## src/rtl/mba_pkg.sv

```systemverilog
// Shared types and sizing helpers for the multi-byte add sequencer.
package mba_pkg;

   localparam int BYTE_W = 8;

   typedef enum logic [1:0] {
      ST_IDLE = 2'd0,
      ST_RUN  = 2'd1,
      ST_DONE = 2'd2
   } state_e;

   // Byte counter width; a single-byte build still needs a 1-bit counter.
   function automatic int cnt_w(input int n);
      return (n <= 2) ? 1 : $clog2(n);
   endfunction

endpackage

```

## src/rtl/ripple_carry_adder.sv

```systemverilog
// 8-bit ripple-carry adder: one full-adder cell per bit, carry chained LSB to MSB.
module ripple_carry_adder
   import mba_pkg::*;
(
   input  logic [BYTE_W-1:0] a,
   input  logic [BYTE_W-1:0] b,
   input  logic              cin,
   output logic [BYTE_W-1:0] sum,
   output logic              cout
);

   logic [BYTE_W:0] c;

   assign c[0] = cin;

   generate
      for (genvar gi = 0; gi < BYTE_W; gi++) begin : g_fa
         assign sum[gi]  = a[gi] ^ b[gi] ^ c[gi];
         assign c[gi+1]  = (a[gi] & b[gi]) | (c[gi] & (a[gi] ^ b[gi]));
      end
   endgenerate

   assign cout = c[BYTE_W];

endmodule

```

## src/rtl/multi_byte_add_ctrl.sv

```systemverilog
// Byte-serial W-bit adder built around one 8-bit ripple_carry_adder, with valid/ready in and out.
// Optional MBA_SUB_EN adds a 'sub' port selecting A-B (B inverted, initial carry forced to 1).
module multi_byte_add_ctrl
   import mba_pkg::*;
#(
   parameter int N_BYTES = 4,
   localparam int W      = BYTE_W * N_BYTES
)(
   input  logic         clk,
   input  logic         rst_n,
   input  logic         start_valid,
   output logic         start_ready,
   input  logic [W-1:0] op_a,
   input  logic [W-1:0] op_b,
   input  logic         cin_in,
`ifdef MBA_SUB_EN
   input  logic         sub,
`endif
   output logic         res_valid,
   input  logic         res_ready,
   output logic [W-1:0] result,
   output logic         cout_out,
   output logic         busy
);

   localparam int CW = cnt_w(N_BYTES);

   state_e        state_q, state_d;
   logic [W-1:0]  a_sh_q, a_sh_d;
   logic [W-1:0]  b_sh_q, b_sh_d;
   logic [W-1:0]  result_q, result_d;
   logic          carry_q, carry_d;
   logic          cout_q, cout_d;
   logic [CW-1:0] cnt_q, cnt_d;

   logic [BYTE_W-1:0] add_sum;
   logic              add_cout;
   logic [W-1:0]      b_load;
   logic              carry_load;

   ripple_carry_adder u_rca (
      .a    (a_sh_q[BYTE_W-1:0]),
      .b    (b_sh_q[BYTE_W-1:0]),
      .cin  (carry_q),
      .sum  (add_sum),
      .cout (add_cout)
   );

   // Subtraction is A + ~B + 1, so B is stored already inverted.
`ifdef MBA_SUB_EN
   assign b_load     = sub ? ~op_b : op_b;
   assign carry_load = sub ? 1'b1 : cin_in;
`else
   assign b_load     = op_b;
   assign carry_load = cin_in;
`endif

   always_comb begin
      state_d  = state_q;
      a_sh_d   = a_sh_q;
      b_sh_d   = b_sh_q;
      result_d = result_q;
      carry_d  = carry_q;
      cout_d   = cout_q;
      cnt_d    = cnt_q;

      case (state_q)
         ST_IDLE: begin
            if (start_valid) begin
               a_sh_d  = op_a;
               b_sh_d  = b_load;
               carry_d = carry_load;
               cnt_d   = '0;
               state_d = ST_RUN;
            end
         end
         ST_RUN: begin
            result_d = (result_q >> BYTE_W) | (W'(add_sum) << (W - BYTE_W));
            a_sh_d   = a_sh_q >> BYTE_W;
            b_sh_d   = b_sh_q >> BYTE_W;
            carry_d  = add_cout;
            cnt_d    = cnt_q + CW'(1);
            if (cnt_q == CW'(N_BYTES - 1)) begin
               cout_d  = add_cout;
               state_d = ST_DONE;
            end
         end
         ST_DONE: begin
            if (res_ready) begin
               state_d = ST_IDLE;
            end
         end
         default: begin
            state_d = ST_IDLE;
         end
      endcase
   end

   always_ff @(posedge clk or negedge rst_n) begin
      if (!rst_n) begin
         state_q  <= ST_IDLE;
         a_sh_q   <= '0;
         b_sh_q   <= '0;
         result_q <= '0;
         carry_q  <= 1'b0;
         cout_q   <= 1'b0;
         cnt_q    <= '0;
      end else begin
         state_q  <= state_d;
         a_sh_q   <= a_sh_d;
         b_sh_q   <= b_sh_d;
         result_q <= result_d;
         carry_q  <= carry_d;
         cout_q   <= cout_d;
         cnt_q    <= cnt_d;
      end
   end

   // start_ready is gated by rst_n so it stays low for the whole reset pulse.
   assign start_ready = rst_n && (state_q == ST_IDLE);
   assign res_valid   = (state_q == ST_DONE);
   assign busy        = (state_q == ST_RUN) || (state_q == ST_DONE);
   assign result      = result_q;
   assign cout_out    = cout_q;

endmodule

```

## config.mk

```make
export PLATFORM = sky130hd
export DESIGN_NAME = multi_byte_add_ctrl
export DESIGN_NICKNAME = d
export VERILOG_FILES = /design/src/rtl/mba_pkg.sv /design/src/rtl/ripple_carry_adder.sv /design/src/rtl/multi_byte_add_ctrl.sv
export SDC_FILE = /design/constraint.sdc
export NUM_CORES = 1
export LEC_CHECK = 0
export BUFFER_PORTS_ARGS = -buffer_cell sky130_fd_sc_hd__buf_2
export CORE_MARGIN = 1
export CORE_UTILIZATION = 56
export CTS_BUF_LIST = sky130_fd_sc_hd__clkbuf_4
export DETAILED_ROUTE_END_ITERATION = 16
export PLACE_DENSITY = 0.79
export SLEW_MARGIN = 30
export SYNTH_ARGS = -nofsm -noshare
export SYNTH_HDL_FRONTEND = slang
export SYNTH_SLANG_ARGS = --single-unit
```

## constraint.sdc

```tcl
create_clock -name clk -period 5.1 [get_ports clk]
set_input_delay 0.255 -clock clk [delete_from_list [all_inputs] [get_ports clk]]
set_output_delay 0.255 -clock clk [all_outputs]
set_load 0.005 [all_outputs]
```

Word-level counts from Yosys, hierarchy flattened

Index checks and enable logic that the tools add are counted.

Bitwise operators: 41
Muxes and demuxes: 12
Equal/unequal tests: 6
Add/subtract/negate cells: 1
Reductions and logical operators: 7

Operators by type and width:

| cell                                                                     | number |
|---|---|
| 32-bit one-hot mux with 2 select lines                                   | 2 |
| 32-bit two-way mux                                                       | 2 |
| 24-bit by 32-bit bitwise OR with 32-bit output                           | 1 |
| 1-bit bitwise AND                                                        | 16 |
| 1-bit XOR                                                                | 16 |
| 2-bit two-way mux                                                        | 4 |
| 1-bit bitwise OR                                                         | 8 |
| 2-bit one-hot mux with 3 select lines                                    | 1 |
| 2-bit equality test (second input constant)                              | 2 |
| 2-bit inequality test (second input constant)                            | 2 |
| 2-bit one-hot mux with 2 select lines                                    | 1 |
| 2-bit AND reduction                                                      | 2 |
| 3-bit AND reduction                                                      | 1 |
| 2-bit by 1-bit adder with 2-bit output (second input constant)           | 1 |
| 2-bit by 1-bit equality test with 1-bit output (second input constant)   | 1 |
| 2-bit zero test                                                          | 1 |
| 2-bit by 1-bit inequality test with 1-bit output (second input constant) | 1 |
| 1-bit one-hot mux with 2 select lines                                    | 1 |
| 2-bit nonzero test                                                       | 1 |
| 1-bit logical AND                                                        | 1 |
| 1-bit logical OR                                                         | 1 |
| 1-bit two-way mux                                                        | 1 |

Register bits: 102
Output and inout bits: 36

Depth between registers and ports, before layout

Gate-level depths: netlist (run 1).

Depth after elaboration: 18
Gate-level depth with buffers: 14

Hierarchy

From an unflattened synthesis (run 1), not the netlist that was laid out.

Cell total of the unflattened synthesis: 361
Area total of the unflattened synthesis: 4515.6 µm²

Modules (own cells, without submodules):

| module              | times used | area each (µm²) | cells each |
|---|---|---|---|
| multi_byte_add_ctrl | 1          | 4317.9          | 343 |
| ripple_carry_adder  | 1          | 197.7           | 18 |

Worst setup path after synthesis (run 1)

Ideal clock, no wire load.

Path type: register -> register
From: register a_sh_q[0]
To: register result_q[31] (netlist: result[31])
Period minus slack after synthesis: 3.562 ns
Arrival time: 3.480 ns
Setup time: 0.083 ns
Path slack: 1.538 ns
Stages on the path, launching flop included: 13
Buffers on the path: 0
Data required time: 5.017 ns
Path through: dfrtp_1 > fa_1 > inv_1 > fa_1 > inv_1 > fa_1 > fa_1 > fa_1 > fa_1 > fa_1 > inv_1 > fa_1 > o21ai_0

Cells in the longest elaborated chain, start to end: 17
Elaborated cells between the ends (all ways): 18
Classes of those cells: bitwise: 18

Ends and longest elaborated chain:

| element                                            | line                       | source |
|---|---|---|
| start, declared                                    | multi_byte_add_ctrl.sv:29  | `logic [W-1:0] a_sh_q, a_sh_d;` |
| start signal, assigned                             | multi_byte_add_ctrl.sv:110 | `a_sh_q <= a_sh_d;` |
| 1-bit XOR                                          | ripple_carry_adder.sv:19   | `assign c[gi+1] = (a[gi] & b[gi]) \| (c[gi] & (a[gi] ^ b[gi]));` |
| 1-bit bitwise AND                                  | ripple_carry_adder.sv:19   |  |
| 1-bit bitwise OR (*)                               | ripple_carry_adder.sv:19   |  |
| 1-bit bitwise AND (*)                              | ripple_carry_adder.sv:19   |  |
| 1-bit bitwise OR (*)                               | ripple_carry_adder.sv:19   |  |
| 1-bit bitwise AND (*)                              | ripple_carry_adder.sv:19   |  |
| 1-bit bitwise OR (*)                               | ripple_carry_adder.sv:19   |  |
| 1-bit bitwise AND (*)                              | ripple_carry_adder.sv:19   |  |
| 1-bit bitwise OR (*)                               | ripple_carry_adder.sv:19   |  |
| 1-bit bitwise AND (*)                              | ripple_carry_adder.sv:19   |  |
| 1-bit bitwise OR (*)                               | ripple_carry_adder.sv:19   |  |
| 1-bit bitwise AND (*)                              | ripple_carry_adder.sv:19   |  |
| 1-bit bitwise OR (*)                               | ripple_carry_adder.sv:19   |  |
| 1-bit bitwise AND (*)                              | ripple_carry_adder.sv:19   |  |
| 1-bit bitwise OR (*)                               | ripple_carry_adder.sv:19   |  |
| 1-bit XOR (*)                                      | ripple_carry_adder.sv:18   | `assign sum[gi] = a[gi] ^ b[gi] ^ c[gi];` |
| 24-bit by 32-bit bitwise OR with 32-bit output (*) | multi_byte_add_ctrl.sv:78  | `result_d = (result_q >> BYTE_W) \| (W'(add_sum) << (W - BYTE_W));` |
| end signal, assigned                               | multi_byte_add_ctrl.sv:112 | `result_q <= result_d;` |
| end, declared                                      | multi_byte_add_ctrl.sv:31  | `logic [W-1:0] result_q, result_d;` |

Mark *: on every way between the ends. The rest lies on a longest branch, timed or not.
A chain may end at the register's enable or synchronous reset.

Worst setup path after layout (run 1)

Same ends and word-level chain as after synthesis.

==> results of run 1 <==
==> area by class of cell <==
class / instances / area (µm²) / share of cell area [%]
sequential: 102 / 2550 / 48.0
tap: 102 / 128 / 2.40
inverter: 11 / 41.3 / 0.777
clock inverter: 5 / 106 / 2.00
timing repair buffer: 111 / 586 / 11.0
clock buffer: 11 / 82.6 / 1.55
multi-input combinational: 256 / 1820 / 34.2
==> cells in the final DEF (no fill, tap or decap), drive strengths merged <==
| cell | n |
|---|---|
| inv | 12 |
| mux2i | 50 |
| ha | 4 |
| o21ai | 52 |
| a21oi | 17 |
| nand2b | 1 |
| o221ai | 1 |
| fa | 8 |
| nor2b | 1 |
| buf | 107 |
| and2 | 3 |
| dfrtp | 102 |
| clkinvlp | 1 |
| dlygate4sd3 | 4 |
| a22o | 1 |
| clkbuf | 11 |
| mux2 | 32 |
| bufinv | 3 |
| nand2 | 86 |
==> power by group through the flow <==
stage               Sequential, mW  Clock [mW]  Combinational [mW]
finish                        1.45       0.518                1.43
global route                  1.50       0.566                1.63
CTS                           1.46       0.530                1.45
detailed placement            1.48           0                1.44
global placement              1.45           0                1.39
floorplan                     1.43           0                1.08
==> flip-flops by register name (all words and copies together), names as in the netlist <==
signal and count:
result 32, state_q 2, cnt_q 2, cout_out 1, carry_q 1, b_sh_q 32
a_sh_q 32
==> kinds of logic after synthesis <==
kind of cell	after synthesis	synth area share, %
muxes	82	19.3
adders and majority gates	12	4.65
AOI/OAI and AO/OA	71	8.17
and+or+nand+nor	91	7.84
buffers and inverters	35	3.46
DFF	102	56.5
==> metal layers <==
metal / vias up / GRT usage, %
met5: - / 0
met4: 0 / 7.81
met3: 9 / 4.23
met2: 81 / 35.3
met1: 1445 / 29.5
li1: 1516 / -
==> worst paths after layout <==
path	start	to	slack, ns	cells past startpoint
worst max-delay path	a_sh_q[0]$_DFFE_PN0P_	result[31]$_DFFE_PN0P_	1.34	12
worst min-delay path	op_a[28]	a_sh_q[28]$_DFFE_PN0P_	0.009	3
worst max register to register	a_sh_q[0]$_DFFE_PN0P_	result[31]$_DFFE_PN0P_	1.34	12
worst min register to register	b_sh_q[23]$_DFFE_PN0P_	b_sh_q[23]$_DFFE_PN0P_	0.49	2
max in group asynchronous	rst_n	a_sh_q[11]$_DFFE_PN0P_	3.65	3
min in group asynchronous	rst_n	a_sh_q[14]$_DFFE_PN0P_	0.35	2
==> worst max-delay path, cell delays in order, from the launching register on <==
cell     delay (ns)
dfrtp_1        0.43
fa_1           0.43
inv_1          0.08
fa_1           0.16
inv_1          0.05
fa_1           0.38
fa_1           0.39
fa_1           0.39
fa_1           0.39
fa_1           0.36
inv_1          0.07
fa_1           0.40
o21ai_0        0.14
==> metrics by stage <==
step | instance area [µm²] | hold slack [ns] | power [mW] | setup slack (ns)
after floorplan | 4520 | -0.0406 | 2.51 | 1.54
after global placement | 5090 | 0.325 | 2.84 | 1.44
after detailed placement | 5090 | 0.328 | 2.92 | 1.39
after CTS | 5310 | 0.00209 | 3.44 | 1.36
after global routing | 5320 | 0.00431 | 3.71 | 1.17
final | 5320 | 0.00919 | 3.40 | 1.34
==> timing repair <==
action,CTS,global route
gates resized for setup,0,0
hold endpoints to repair,53,1
hold buffers,3,1
==> metrics.md, run 1 <==
| Metric | Value |
|---|---|
| Outcome | complete, no violations |
| Layout Utilization | 68.4% |
| Layout cell share with drive strength beyond 1 | 31.9% |
| P_leak | 2.56 nW |
| Post-synth top area share | 56.5% |
| Initial DRC count | 131 |
| CTS H-Tree Depth | 3 |
| Seq pwr share | 42.7% |
| Commonest cells post-synth | dfrtp_1 (102), nand2_1 (86), o21ai_0 (50) |
| Core box area | 0.00777 mm² |
| Number of warnings issued by yosys | 0 |
| Count of state elements after synthesis | 102 |
| Pins Over Slew Limit | 0 |
| Worst setup EP type | flop |
| Final #Nets | 572 |
| Syn_area_per_cell | 11.5 µm² |
| Dpl cells | 578 |
| Sw Share | 36.4% |
| Post CTS Setup Buffer Count | 0 |
| Pwr per Cell Area | 640 mW/mm² |
| FILL cells | 653 |
| Synthesized area | 0.00452 mm² |
| Clk buf depth | 2 |
| Cell variety after synth | 20 |
| Unrepaired setup endpoints after global routing | false |
| Crit share post-route | 73.6% |
| Row cnt | 32 |
| Max cap viols | 0 |
| Setup tns final | 0 ns |
| Fin crit period | 3.76 ns |
| DR WL/cell | 13.9 µm |
| Fin Clk Skew | 0.0228 ns |
| First-pass GRT wire length | 14300 µm |
| Post-DP HPWL | 5970 µm |
| Met1 wire length | 3780 µm |
| Leading area contributor after synthesis | dfrtp_1 |
| Ports | 105 |
| Initial antenna violation count | 0 |
| Clock Latency Late Sink | 0.45 ns |
| Seq/Total Area, Yosys | 56.5% |
| Largest net degree at the start of global routing | 67 |
| Post-route ant nets | 0 |
| Post-synth EDFFs | 0 |
| TritonCTS clock tree | done |
| Final setup fails | 0 |
| Switching Power | 1.24 mW |
| Vias in the first global route | 3095 |
| Vias | 3051 |
| Largest cells by area after synthesis | dfrtp_1 (57%), mux2i_1 (11%), mux2_2 (8.0%), nand2_1 (7.1%), o21ai_0 (5.5%) |
| WP data required | 5.47 ns |
| Most frequent cell after synthesis | dfrtp_1 |
| HP Class | primary input to flop |
| Most common flop cell mapped by yosys | dfrtp_1 |
| Root Buffer Master | clkbuf_4 |
| Met3 wire len | 386 µm |
| Die W | 91.8 µm |
| Slew @ Worst Pin | 0.890 ns |
| Final Hold Violating Endpoints | 0 |
| Antenna Cells | 0 |
| CTS sink cnt | 102 |
| CTS Buf Count | 9 |
| Comb power frac | 42.0% |
| Worst Path Max Fanout | 2 |
| DR top layer | met4 |
| VDD IR max | 0.329 mV |
| Cell Int Power | 2.16 mW |
| Met2 wire len | 4010 µm |
| Initial Utilization | 58.1% |
| Global Route Usage Sum | 21.8% |
| Drt total wl | 8310 µm |
| Crit Path Class | flop to flop |
| Synth async-reset ratio | 100% |
| Die footprint | 0.00843 mm² |
| Worst EP arrival | 4.12 ns |
| GRT Residual Overflow | 0 |
| Drt first pass iters | 4 |
| Port bufs | 104 |
| Synth-to-layout area growth | 17.7% |
| Synth Instances | 393 |
| Non-Filler Instances | 598 |
| Peak Freq | 266 MHz |
| DRC errors left | 0 |
| Die H | 91.8 µm |
| Slew headroom | 40.6% |
| Startpoint class of the critical path | flop |
| Post-Syn Nets | 474 |
| Clock power share | 15.2% |
| Clk slew on worst S/H paths | 0.16 ns |
| Avg Vias per Cell | 5.10 |
| GP Congestion | 0.733 |
No activity file was read; power rests on OpenSTA's default activity.
==> run 2: changes to the inputs <==
--- a/config.mk
+++ b/config.mk
@@ -7,10 +7,10 @@
 export LEC_CHECK = 0
 export BUFFER_PORTS_ARGS = -buffer_cell sky130_fd_sc_hd__buf_2
 export CORE_MARGIN = 1
-export CORE_UTILIZATION = 56
+export CORE_UTILIZATION = 50
 export CTS_BUF_LIST = sky130_fd_sc_hd__clkbuf_4
 export DETAILED_ROUTE_END_ITERATION = 16
-export PLACE_DENSITY = 0.79
+export PLACE_DENSITY = 0.74
 export SLEW_MARGIN = 30
 export SYNTH_ARGS = -nofsm -noshare
 export SYNTH_HDL_FRONTEND = slang
==> constraint.sdc (replaced) <==
create_clock -name clk -period 3.2 [get_ports clk]
set_input_delay 0.16 -clock clk [delete_from_list [all_inputs] [get_ports clk]]
set_output_delay 0.16 -clock clk [all_outputs]
set_load 0.005 [all_outputs]
==> metrics.md, run 2 (synthesized netlist as in run 1, its figures left out) <==
| Metric | Value |
|---|---|
| Delay of the slowest critical-path stage | 0.43 ns (about the same) |
| Commonest non-fill, non-tap cells in the layout | buf_2 (103), dfrtp_1 (102), nand2_1 (86), mux2i_1 (49), dlygate4sd3_1 (49) (was buf_2 (103), dfrtp_1 (102), nand2_1 (86), o21ai_0 (50), mux2i_1 (49)) |
| Clk buf depth | 2 (unchanged) |
| Post-route ant nets | 0 (unchanged) |
| GP Congestion | 0.744 (was 0.733) |
| Initial antenna violation count | 0 (unchanged) |
| Worst EP arrival | 3.88 ns (was 4.12 ns) |
| Die H | 97.0 µm (was 91.8 µm) |
| Flop2flop setup slack | -0.29 ns (was 1.34 ns) |
| HP Class | primary input to flop (unchanged) |
| Avg Vias per Cell | 5.08 (was 5.10) |
| Ports | 105 (unchanged) |
| Crit Path Class | flop to flop (unchanged) |
| Port bufs | 104 (unchanged) |
| DRC errors left | 0 (unchanged) |
| Setup tns final | -0.617 ns (was 0 ns) |
| Unrepaired setup endpoints after global routing | true (was false) |
| Multi-input gate area | 0.00184 mm² (was 0.00182 mm²) |
| Post CTS Setup Buffer Count | 0 (unchanged) |
| Non-Filler Instances | 652 (was 598) |
| Stages on worst setup path | 12 (unchanged) |
| Startpoint class of the critical path | flop (unchanged) |
| Sw Share | 37.9% (was 36.4%) |
| FF/Latch Area | 0.00255 mm² (unchanged) |
| Dpl cells | 587 (was 578) |
| GRT Residual Overflow | 0 (unchanged) |
| Final #Nets | 620 (was 572) |
| Comb power frac | 44.4% (was 42.0%) |
| DR WL/cell | 14.4 µm (was 13.9 µm) |
| FILL cells | 665 (was 653) |
| Drt total wl | 9410 µm (was 8310 µm) |
| Initial DRC count | 138 (was 131) |
| VDD IR max | 0.534 mV (was 0.329 mV) |
| Die W | 97.0 µm (was 91.8 µm) |
| Switching Power | 2.05 mW (was 1.24 mW) |
| Layout cell share with drive strength beyond 1 | 31.6% (was 31.9%) |
| Worst path bufs/invs | 3 (unchanged) |
| Global Route Usage Sum | 21.5% (was 21.8%) |
| Clk slew on worst S/H paths | 0.16 ns (about the same) |
| Vias in the first global route | 3367 (was 3095) |
| Initial Utilization | 51.8% (was 58.1%) |
| Post-DP HPWL | 6230 µm (was 5970 µm) |
| Largest net degree at the start of global routing | 48 (was 67) |
| Crit share post-route | 109% (was 73.6%) |
| CTS sink cnt | 102 (unchanged) |
| Fin crit period | 3.49 ns (was 3.76 ns) |
| Row cnt | 34 (was 32) |
| Reg2Reg Launch Point | a_sh_q[0]$_DFFE_PN0P_ (unchanged) |
| Top delay family on crit path | adder cells (unchanged) |
| CP max-delay cell | dfrtp_1 (unchanged) |
| Fin Clk Skew | 0.0127 ns (was 0.0228 ns) |
| Synth-to-layout area growth | 27.9% (was 17.7%) |
| WP data required | 3.59 ns (was 5.47 ns) |
| Worst Path Max Fanout | 2 (unchanged) |
| Max cap viols | 0 (unchanged) |
| CP Cell Sequence | fa_2 -> inv_2 -> fa_2 -> inv_2 -> fa_2 -> fa_2 -> fa_2 -> fa_2 -> fa_2 -> inv_2 -> fa_2 -> o21ai_1 (was fa_1 -> inv_1 -> fa_1 -> inv_1 -> fa_1 -> fa_1 -> fa_1 -> fa_1 -> fa_1 -> inv_1 -> fa_1 -> o21ai_0) |
| Clock power share | 12.8% (was 15.2%) |
| Top cell by count, worst path | fa_2 (was fa_1) |
| Worst setup EP type | flop (unchanged) |
| Final setup fails | 4 (was 0) |
| CTS H-Tree Depth | 3 (unchanged) |
| Vias | 3312 (was 3051) |
| Root Buffer Master | clkbuf_4 (unchanged) |
| TritonCTS clock tree | done (unchanged) |
| Layout Utilization | 66.2% (was 68.4%) |
| Violated checks | setup timing |
| Core box area | 0.00872 mm² (was 0.00777 mm²) |
| Final WS setup | -0.288 ns (was 1.34 ns) |
| Slew headroom | 54.6% (was 40.6%) |
| Die footprint | 0.00941 mm² (was 0.00843 mm²) |
| Worst R2R Path Depth | 12 (unchanged) |
| FF-to-FF End | result[31]$_DFFE_PN0P_ (unchanged) |
| Most common cell after layout, fill and taps aside | buf_2 (unchanged) |
| Pwr per Cell Area | 939 mW/mm² (was 640 mW/mm²) |
| Critical Path Start | a_sh_q[0]$_DFFE_PN0P_ (unchanged) |
| Seq pwr share | 42.8% (was 42.7%) |
| Drt first pass iters | 4 (unchanged) |
| Clock Latency Late Sink | 0.45 ns (about the same) |
| Peak Freq | 287 MHz (was 266 MHz) |
| Setup WS pre-CTS | -0.285 ns (was 1.39 ns) |
| Final Hold Violating Endpoints | 0 (unchanged) |
| Worst Setup EP | result[31]$_DFFE_PN0P_ (unchanged) |
| Outcome | finished, violations left (was complete, no violations) |
| Antenna Cells | 0 (unchanged) |
| CTS Buf Count | 9 (unchanged) |
| First-pass GRT wire length | 16000 µm (was 14300 µm) |
| P_leak | 2.74 nW (was 2.56 nW) |
| Slew @ Worst Pin | 0.681 ns (was 0.890 ns) |
| Pins Over Slew Limit | 0 (unchanged) |
| Cell Int Power | 3.37 mW (was 2.16 mW) |
-- run 2: area by class of cell --
cell class | count | area share [%]
Clock buffer | 10 | 1.30
Multi-Input combinational cell | 256 | 31.9
Sequential cell | 102 | 44.2
Timing Repair Buffer | 159 | 18.3
Clock inverter | 6 | 1.21
Tap cell | 108 | 2.34
Inverter | 11 | 0.715
-- run 2: per-layer routing --
metal / global-route usage, % / up-vias / wire length, µm
li1: - / 1623 / -
met1: 29.0 / 1580 / 4290
met2: 35.5 / 99 / 4540
met3: 3.83 / 10 / 452
met4: 6.54 / 0 / 129
met5: 0 / - / 0
-- run 2: stage by stage --
stage | instance area [µm²] | hold WS, ns | total power [mW]
final | 5780 | 0.00405 | 5.42
after CTS | 5770 | 0.000612 | 5.43
after global routing | 5780 | 0.00579 | 5.89
after global placement | 5130 | 0.0895 | 4.59
after floorplan | 4530 | -0.136 | 4.02
after detailed placement | 5130 | 0.0916 | 4.71
-- run 2: worst min-delay path, delay by kind of cell --
kind            cells  cell delay [ns]
buf+inv             1             0.08
compound gates      1             0.13
mux                 1             0.05
-- run 2: worst min path at each step --
stage,endpoint,start,cells past startpoint,slack [ns]
final,a_sh_q[2]$_DFFE_PN0P_,op_a[2],3,0.004
after global routing,b_sh_q[0]$_DFFE_PN0P_,op_b[0],3,0.006
after CTS,b_sh_q[14]$_DFFE_PN0P_,op_b[14],3,0.0006
after detailed placement,a_sh_q[17]$_DFFE_PN0P_,rst_n,1,0.09
after global placement,a_sh_q[19]$_DFFE_PN0P_,rst_n,1,0.09
after floorplan,a_sh_q[0]$_DFFE_PN0P_,rst_n,0,-0.14
-- run 2: what timing repair did --
| item | CTS | global route |
|---|---|---|
| resized for setup | 0 | 6 |
| endpoints found under the setup margin | 4 | 4 |
| hold buffers | 49 | 0 |
| hold endpoints to repair | 70 | 0 |
| gates cloned | 0 | 0 |
| pin swaps | 1 | 0 |
-- run 2: power by group through the flow --
stage | sequential (mW) | combinational [mW] | clock (mW)
finish | 2.32 | 2.41 | 0.693
global route | 2.41 | 2.72 | 0.761
CTS | 2.33 | 2.40 | 0.709
detailed placement | 2.36 | 2.35 | 0
global placement | 2.31 | 2.28 | 0
floorplan | 2.28 | 1.74 | 0
==> run 3: changes to the inputs <==
--- a/config.mk
+++ b/config.mk
@@ -11,6 +11,7 @@
 export CTS_BUF_LIST = sky130_fd_sc_hd__clkbuf_4
 export DETAILED_ROUTE_END_ITERATION = 16
 export PLACE_DENSITY = 0.74
+export SETUP_SLACK_MARGIN = 0.3
 export SLEW_MARGIN = 30
 export SYNTH_ARGS = -nofsm -noshare
 export SYNTH_HDL_FRONTEND = slang
==> metrics.md, run 3 (synthesized netlist as in run 1, its figures left out) <==
| Metric | Value |
|---|---|
| Outcome | finished, violations left (unchanged) |
| Violated checks | setup timing (unchanged) |
| Worst EP arrival | 3.88 ns (about the same) |
| Worst R2R Path Depth | 12 (unchanged) |
| CTS sink cnt | 102 (unchanged) |
| Crit share post-route | 109% (about the same) |
| HP Class | primary input to flop (unchanged) |
| Peak Freq | 286 MHz (was 287 MHz) |
| Final setup fails | 4 (unchanged) |
| FF-to-FF End | result[31]$_DFFE_PN0P_ (unchanged) |
| Startpoint class of the critical path | flop (unchanged) |
| Final Hold Violating Endpoints | 0 (unchanged) |
| Critical Path Start | a_sh_q[0]$_DFFE_PN0P_ (unchanged) |
| Pwr per Cell Area | 941 mW/mm² (was 939 mW/mm²) |
| Pins Over Slew Limit | 0 (unchanged) |
| CTS H-Tree Depth | 3 (unchanged) |
| Setup WS pre-CTS | -0.285 ns (unchanged) |
| Drt first pass iters | 4 (unchanged) |
| First-pass GRT wire length | 16000 µm (unchanged) |
| Clk slew on worst S/H paths | 0.16 ns (about the same) |
| Fin Clk Skew | 0.0124 ns (was 0.0127 ns) |
| Layout cell share with drive strength beyond 1 | 31.6% (unchanged) |
| Post-route ant nets | 0 (unchanged) |
| Flop2flop setup slack | -0.29 ns (about the same) |
| DR top layer | met4 (unchanged) |
| Reg2Reg Launch Point | a_sh_q[0]$_DFFE_PN0P_ (unchanged) |
| Non-Filler Instances | 652 (unchanged) |
| Final total power | 5.44 mW (was 5.42 mW) |
| Vias in the first global route | 3367 (unchanged) |
| Drt total wl | 9430 µm (was 9410 µm) |
| TritonCTS clock tree | done (unchanged) |
| DRC errors left | 0 (unchanged) |
| GP Congestion | 0.744 (unchanged) |
| Worst setup EP type | flop (unchanged) |
| Antenna Cells | 0 (unchanged) |
| Met3 wire len | 426 µm (was 452 µm) |
| Max cap viols | 0 (unchanged) |
| Die H | 97.0 µm (unchanged) |
| Met1 wire length | 4300 µm (was 4290 µm) |
| Avg Vias per Cell | 5.05 (was 5.08) |
| Initial Utilization | 51.8% (unchanged) |
| Synth-to-layout area growth | 28.0% (was 27.9%) |
| DR WL/cell | 14.5 µm (was 14.4 µm) |
| Row cnt | 34 (unchanged) |
| Met2 wire len | 4570 µm (was 4540 µm) |
| Post-DP HPWL | 6230 µm (unchanged) |
| Most common cell after layout, fill and taps aside | buf_2 (unchanged) |
| Post CTS Setup Buffer Count | 0 (unchanged) |
| GRT Residual Overflow | 0 (unchanged) |
| Unrepaired setup endpoints after global routing | true (unchanged) |
| Initial DRC count | 142 (was 138) |
| Ports | 105 (unchanged) |
| Clk buf depth | 2 (unchanged) |
| Dpl cells | 587 (unchanged) |
| Global Route Usage Sum | 21.5% (unchanged) |
| Crit Path Class | flop to flop (unchanged) |
| CTS Buf Count | 9 (unchanged) |
| WP data required | 3.59 ns (about the same) |
| Worst Path Max Fanout | 2 (unchanged) |
| Root Buffer Master | clkbuf_4 (unchanged) |
| Largest net degree at the start of global routing | 48 (unchanged) |
| Initial antenna violation count | 0 (unchanged) |
| Die W | 97.0 µm (unchanged) |
| Clock Latency Late Sink | 0.45 ns (about the same) |
| Worst Setup EP | result[31]$_DFFE_PN0P_ (unchanged) |
| Final WS setup | -0.292 ns (was -0.288 ns) |
| Die footprint | 0.00941 mm² (unchanged) |
| Slew @ Worst Pin | 0.679 ns (was 0.681 ns) |
| Final #Nets | 620 (unchanged) |
| Fin crit period | 3.49 ns (about the same) |
| Core box area | 0.00872 mm² (unchanged) |
| Vias | 3293 (was 3312) |
| P_leak | 2.74 nW (about the same) |
| Commonest non-fill, non-tap cells in the layout | buf_2 (103), dfrtp_1 (102), nand2_1 (86), mux2i_1 (49), dlygate4sd3_1 (49) (unchanged) |
| VDD IR max | 0.532 mV (was 0.534 mV) |
| Port bufs | 104 (unchanged) |
| Slew headroom | 54.7% (was 54.6%) |
## run 3: cell counts in the layout (fill, tap and decap cells not counted)
No cell type changed its count.
## run 3: cell type report
cell class | count | area, µm²
timing repair buffer | 159 | 1060
clock buffer | 10 | 75.1
clock inverter | 6 | 70.1
inverter | 11 | 41.3
multi-input combinational | 256 | 1850
fill | 665 | 2940
tap | 108 | 135
sequential | 102 | 2550
## run 3: per-stage QoR
step / util [%] / TNS (ns) / instance area (µm²) / hold WS (ns)
2_1_floorplan: - / -0.228 / 4530 / -0.136
3_3_place_gp: 58.9 / -0.430 / 5130 / 0.0895
3_5_place_dp: 58.9 / -0.653 / 5130 / 0.0916
4_1_cts: 66.2 / -0.672 / 5770 / 0.000612
5_1_grt: 66.3 / -1.08 / 5780 / 0.00579
6_report: 66.3 / -0.624 / 5780 / 0.00301
## run 3: per-layer routing
layer | global-route usage [%] | vias up
met2 | 35.5 | 93
met4 | 6.54 | 0
met1 | 29.0 | 1573
met3 | 3.83 | 10
met5 | 0 | -
li1 | - | 1617
## run 3: where the power goes
part	total, mW	internal (mW)	switching (mW)
clock	0.692	0.255	0.437
sequential	2.32	1.93	0.393
combinational	2.43	1.19	1.23
## run 3: how the worst min path moves through the flow
| stage | start | end | slack [ns] | cells after the start |
|---|---|---|---|---|
| floorplan | rst_n | a_sh_q[0]$_DFFE_PN0P_ | -0.14 | 0 |
| global placement | rst_n | a_sh_q[19]$_DFFE_PN0P_ | 0.09 | 1 |
| detailed placement | rst_n | a_sh_q[17]$_DFFE_PN0P_ | 0.09 | 1 |
| CTS | op_b[14] | b_sh_q[14]$_DFFE_PN0P_ | 0.0006 | 3 |
| global route | op_b[0] | b_sh_q[0]$_DFFE_PN0P_ | 0.006 | 3 |
| finish | op_a[2] | a_sh_q[2]$_DFFE_PN0P_ | 0.003 | 3 |
## run 3: timing repair
item / CTS / global route
resized for setup: 0 / 7
pin swaps: 1 / 0
setup endpoints to repair: 5 / 5
cloned: 0 / 0
hold buffers: 49 / 0
hold endpoints to repair: 70 / 0
## run 3: worst max-delay path, cell delays in order (launching register included)
cell,delay (ns)
dfrtp_1,0.43
fa_2,0.39
inv_2,0.06
fa_2,0.19
inv_2,0.04
fa_2,0.34
fa_2,0.35
fa_2,0.35
fa_2,0.35
fa_2,0.34
inv_2,0.06
fa_2,0.41
o21ai_1,0.12
